$ cat config.mk
export PLATFORM = sky130hd
export DESIGN_NAME = batch_cost_accumulator
export DESIGN_NICKNAME = d
export VERILOG_FILES = /design/src/rtl/batch_cost_accumulator_pkg.sv /design/src/rtl/batch_cost_accumulator_sat.sv /design/src/rtl/batch_cost_accumulator.sv
export SDC_FILE = /design/constraint.sdc
export NUM_CORES = 1
export LEC_CHECK = 0
export BUFFER_PORTS_ARGS = -buffer_cell sky130_fd_sc_hd__buf_2
export CORE_MARGIN = 3
export CORE_UTILIZATION = 55
export CTS_CLUSTER_DIAMETER = 50
export DETAILED_ROUTE_END_ITERATION = 10
export PLACE_DENSITY_LB_ADDON = 0.05
export SETUP_SLACK_MARGIN = 0.02
export SLEW_MARGIN = 20
export SYNTH_ARGS = -nofsm -noshare
export SYNTH_HDL_FRONTEND = slang
export SYNTH_HIERARCHICAL = 1
export SYNTH_SLANG_ARGS = --single-unit
$ cat constraint.sdc
create_clock -name clk -period 3.1 [get_ports clk]
set_input_delay 0.155 -clock clk [delete_from_list [all_inputs] [get_ports clk]]
set_output_delay 0.155 -clock clk [all_outputs]
set_load 0.005 [all_outputs]
$ cat src/rtl/batch_cost_accumulator_pkg.sv
// Shared definitions for the batch cost accumulator: state encoding,
// default data/accumulator widths and the saturating-add width rule.
package batch_cost_accumulator_pkg;

  localparam int DEFAULT_DATA_W = 16;
  localparam int DEFAULT_ACC_W  = 24;

  // FSM state encoding, kept as plain constants for legacy tools.
  typedef logic [1:0] state_t;
  localparam state_t ST_IDLE  = 2'd0;
  localparam state_t ST_FILL  = 2'd1;
  localparam state_t ST_ACCUM = 2'd2;
  localparam state_t ST_DONE  = 2'd3;

  // An unsigned add of a DATA_W value (DATA_W <= ACC_W) into an ACC_W
  // accumulator needs one extra bit; that carry bit signals saturation.
  function automatic int sat_sum_w(input int acc_w);
    return acc_w + 1;
  endfunction

endpackage

$ cat src/rtl/batch_cost_accumulator_sat.sv
// One error channel: unsigned accumulator that clamps at its maximum value
// and remembers (until cleared) that a clamp happened.
module sat_accumulator
  import batch_cost_accumulator_pkg::*;
#(
  parameter int DATA_W = DEFAULT_DATA_W,
  parameter int ACC_W  = DEFAULT_ACC_W
) (
  input  logic              clk,
  input  logic              reset,
  input  logic              clear,
  input  logic              enable,
  input  logic [DATA_W-1:0] in,
  output logic [ACC_W-1:0]  out,
  output logic              sat
);

  localparam int               SUM_W   = sat_sum_w(ACC_W);
  localparam logic [ACC_W-1:0] ACC_MAX = '1;

  logic [SUM_W-1:0] sum_next;

  // Full-width sum; the top bit set means the add overflowed the accumulator.
  always_comb begin
    sum_next = SUM_W'(out) + SUM_W'(in);
  end

  // Accumulate with clamp; clear takes priority over a same-cycle add.
  always_ff @(posedge clk) begin
    if (!reset) begin
      out <= '0;
      sat <= 1'b0;
    end else if (clear) begin
      out <= '0;
      sat <= 1'b0;
    end else if (enable) begin
      if (sum_next[SUM_W-1]) begin
        out <= ACC_MAX;
        sat <= 1'b1;
      end else begin
        out <= sum_next[ACC_W-1:0];
      end
    end
  end

endmodule

$ cat src/rtl/batch_cost_accumulator.sv
// Batch cost accumulator: waits out the forward-pipeline fill, sums BATCH
// per-channel squared-error vectors with saturation, then presents the
// per-channel sums and their total until the consumer takes them.
module batch_cost_accumulator
  import batch_cost_accumulator_pkg::*;
#(
  parameter int N_OUT   = 1,
  parameter int BATCH   = 16,
  parameter int LATENCY = 3,
  parameter int DATA_W  = DEFAULT_DATA_W,
  parameter int ACC_W   = DEFAULT_ACC_W
) (
  input  logic                              clk,
  input  logic                              reset,
  input  logic                              start,
  input  logic                              in_valid,
  output logic                              in_ready,
  input  logic [N_OUT*DATA_W-1:0]           error,
  output logic [N_OUT*ACC_W-1:0]            acc_error,
  output logic [ACC_W+$clog2(N_OUT)-1:0]    cost,
  output logic                              out_valid,
  input  logic                              out_ready,
  output logic                              busy,
  output logic                              sat
);

  localparam int COST_W = ACC_W + $clog2(N_OUT);
  // With no fill latency a batch goes straight to accumulation.
  localparam state_t           START_STATE = (LATENCY == 0) ? ST_ACCUM : ST_FILL;
  localparam logic [7:0]       FILL_LAST   = 8'((LATENCY == 0) ? 0 : LATENCY - 1);
  localparam logic [15:0]      BATCH_LAST  = 16'(BATCH - 1);

  state_t            state_reg;
  state_t            state_next;
  logic [7:0]        fill_cnt_reg;
  logic [15:0]       sample_cnt_reg;
  logic              clear;
  logic              handshake;
  logic [N_OUT-1:0]  ch_sat;
  logic [COST_W-1:0] cost_sum;

  assign in_ready  = (state_reg == ST_ACCUM);
  assign out_valid = (state_reg == ST_DONE);
  assign busy      = (state_reg != ST_IDLE);
  assign handshake = in_ready & in_valid;
  assign sat       = |ch_sat;
  assign cost      = cost_sum;

  // Next-state logic; clear fires whenever a new batch is launched.
  always_comb begin
    state_next = state_reg;
    clear      = 1'b0;
    case (state_reg)
      ST_IDLE: begin
        if (start) begin
          clear      = 1'b1;
          state_next = START_STATE;
        end
      end
      ST_FILL: begin
        if (fill_cnt_reg == FILL_LAST) state_next = ST_ACCUM;
      end
      ST_ACCUM: begin
        if (handshake && (sample_cnt_reg == BATCH_LAST)) state_next = ST_DONE;
      end
      ST_DONE: begin
        if (out_ready) begin
          if (start) begin
            clear      = 1'b1;
            state_next = START_STATE;
          end else begin
            state_next = ST_IDLE;
          end
        end
      end
      default: state_next = ST_IDLE;
    endcase
  end

  // State register plus fill and sample counters.
  always_ff @(posedge clk) begin
    if (!reset) begin
      state_reg      <= ST_IDLE;
      fill_cnt_reg   <= '0;
      sample_cnt_reg <= '0;
    end else begin
      state_reg <= state_next;
      if (clear) begin
        fill_cnt_reg   <= '0;
        sample_cnt_reg <= '0;
      end else begin
        if (state_reg == ST_FILL) fill_cnt_reg <= fill_cnt_reg + 8'd1;
        if (handshake) sample_cnt_reg <= sample_cnt_reg + 16'd1;
      end
    end
  end

  // One saturating accumulator per error channel.
  genvar gi;
  generate
    for (gi = 0; gi < N_OUT; gi++) begin : g_ch
      sat_accumulator #(
        .DATA_W (DATA_W),
        .ACC_W  (ACC_W)
      ) u_acc (
        .clk    (clk),
        .reset  (reset),
        .clear  (clear),
        .enable (handshake),
        .in     (error[gi*DATA_W +: DATA_W]),
        .out    (acc_error[gi*ACC_W +: ACC_W]),
        .sat    (ch_sat[gi])
      );
    end
  endgenerate

  // Total cost: wide enough that the channel sum never wraps.
  always_comb begin
    cost_sum = '0;
    for (int i = 0; i < N_OUT; i++) begin
      cost_sum = cost_sum + COST_W'(acc_error[i*ACC_W +: ACC_W]);
    end
  end

endmodule

==> results.cfg <==
[worst_setup_path]
r2r-start = g_ch[0].u_acc/out[0]
arrival_ns = 2.81
endpoint_kind = flip-flop
rrSetupSlack_ns = 0.45
path_class = flip-flop to flip-flop
reg2reg_depth = 9
critPathMaxFanout = 13
cp-start-kind = flip-flop
r2r_end = g_ch[0].u_acc/out[14]
cp.required_ns = 3.26

[status]
status = finished, final reports clean

[clock_network]
clock_path_buffers = 2
postCtsSetupRepairBufs = 0
cts_max_level = 2
cts_root_buffer = clkbuf_8
ctsResizeCount = 0
cts_tree = yes
clkTransAtPathRegs_ns = 0.09
cts.sinks = 51
cts_buffers = 5
holdBufCountCts = 0
clock_latency_ns = 0.30

[sta]
tightest_slew_ns = 0.749
fin_tns_setup_ns = 0
maxSlewHeadroom_pct = 49.8
fin_crit_ns = 2.65
fmax_ghz = 0.377
final.setup_skew_ns = 0.00739
grt_setup_unrepaired = false
post-route-period-util_pct = 85.6
finalSetupViolations = 0
finalHoldViolations = 0
finalMaxSlewViolations = 0

[placement]
io_buffers = 72
dp.cells = 504
placed_area_um2 = 3580
place_congestion = 0.907
hpwl_um = 5610

[global_routing]
antenna_found_initial = 0
grt_pass1_vias = 2766
grt_max_degree = 25
overflow = 0
track_usage_pct = 21.3
grt_pass1_wl_um = 12700

[logic_synthesis]
netlist_instances = 393
ys_types = 64
postSynthAreaPerCell_um2 = 8.54
async_flop_share_pct = 0
synth_edf_count = 0
seq_area_frac_synth_pct = 30.4
synth_nets = 439
ys_warn_count = 6
synth_area_um2 = 3360
synth_ff_type = dfxtp_1
ys_ff_latch = 51

[flow_run]
max_cap_violations = 0

[layout]
stdcell_count = 511
final_common_cell = buf_2
antenna_cells = 0
drive_above_1_share_pct = 24.8
design_area_um2 = 3680
utilization_pct = 64.5
area_growth_pct = 9.81
largest_register_ffs = 24
most-common-layout-cells = buf_2, dfxtp_1, a21oi_1, nor2_1, nand2_1
final_nets = 485

[detailed_routing]
vias = 2896
drc_errors = 0
detail-route-antenna-nets = 0
drt_iter0_drc = 174
dr.pass1.iters = 4
wire_per_inst_um = 14.5
drt_wl_total_um = 7420
routed_via_density = 5.67

[die]
core_um2 = 5710
io-pin-count = 73
die_area_um2 = 7070
initial_utilization_pct = 58.8
dieWidth_um = 84.1
rows = 27
fp.dieH_um = 84.1

[min_path]
holdCritStartpoint = reset
hold_class = input port to flip-flop
min_to = state_reg[0]
hold_depth = 3

[pwr]
power.density_nw_per_um2 = 551
vdd.ir_drop.worst_mv = 0.409
p_leak_nw = 1.67
p_total_mw = 2.03
area by class of cell:
type                       count  area (um^2)
sequential                    51         1020
inverter                       8         30.0
clock inverter                 1         30.0
clock buffer                   6         72.6
timing repair buffer          76          390
tap                           72         90.1
fill                         525         2020
multi-input combinational    297         2050
cell usage after synthesis (3+ instances only):
master / number / area (um^2)
inv_1: 8 / 30.0
nand4_2: 3 / 37.5
nor2_1: 33 / 124
and3_1: 6 / 37.5
nand3_1: 12 / 60.1
clkbuf_1: 3 / 11.3
ha_1: 24 / 300
o21ai_0: 26 / 130
o221a_2: 3 / 33.8
or3_1: 3 / 18.8
and2_1: 4 / 25.0
a21o_1: 6 / 45.0
a21oi_1: 38 / 190
a211oi_1: 4 / 30.0
nor4b_1: 3 / 26.3
nand4_1: 5 / 31.3
nor3_1: 9 / 45.0
buf_4: 25 / 188
xnor2_1: 14 / 123
buf_2: 6 / 30.0
nand2_1: 29 / 109
nor2b_1: 3 / 18.8
xor2_1: 20 / 175
dfxtp_1: 51 / 1020
nor4_1: 4 / 25.0
kinds of logic (layout without fill, tap and decap cells):
family / count (synthesis) / in the layout / share of synthesized area, %
buffers and inverters: 45 / 91 / 8.54
and+or+nand+nor: 128 / 128 / 20.7
adders and majority gates: 25 / 25 / 9.55
DFF: 51 / 51 / 30.4
muxes: 1 / 1 / 0.298
AOI/OAI and AO/OA: 109 / 109 / 21.6
xor gates and xnor gates: 34 / 34 / 8.87
worst max path at each step:
| stage | from | end | cells after the start | slack, ns |
|---|---|---|---|---|
| 4_1_cts | g_ch[0].u_acc/out[0] | g_ch[0].u_acc/out[14] | 9 | 0.48 |
| 2_1_floorplan | g_ch[0].u_acc/out[0] | g_ch[0].u_acc/out[23] | 9 | 0.73 |
| 6_report | g_ch[0].u_acc/out[0] | g_ch[0].u_acc/out[14] | 9 | 0.45 |
| 3_3_place_gp | g_ch[0].u_acc/out[0] | g_ch[0].u_acc/out[14] | 9 | 0.54 |
| 3_5_place_dp | g_ch[0].u_acc/out[0] | g_ch[0].u_acc/out[23] | 9 | 0.51 |
| 5_1_grt | g_ch[0].u_acc/out[0] | g_ch[0].u_acc/out[5] | 9 | 0.27 |
stage by stage:
step | setup WS, ns | hold WS [ns]
2_1_floorplan | 0.726 | 0.290
3_3_place_gp | 0.539 | 0.444
3_5_place_dp | 0.510 | 0.456
4_1_cts | 0.485 | 0.131
5_1_grt | 0.272 | 0.142
6_report | 0.446 | 0.145
layer usage:
layer	part of all wire (%)	track usage [%]	routed length, um	vias to the layer above
li1	-	-	-	1484
met1	45	27.6	3360	1351
met2	50	37.7	3690	57
met3	4.2	2.47	311	4
met4	0.69	5.26	51	0
met5	0	0	0	-
power breakdown:
part | switching, mW | internal (mW) | leakage (nW)
sequential | 0.0696 | 0.715 | 0.412
combinational | 0.471 | 0.325 | 1.20
clock | 0.212 | 0.237 | 0.0513
critical path, cell delays in order, from the launching register on:
cell	delay, ns
dfxtp_1	0.34
ha_1	0.21
fa_1	0.42
a211oi_1	0.37
o211ai_2	0.15
nand2_1	0.10
a21oi_1	0.09
o211ai_1	0.20
and2_1	0.49
a21oi_1	0.13
Power figures use the tool's default switching activity.
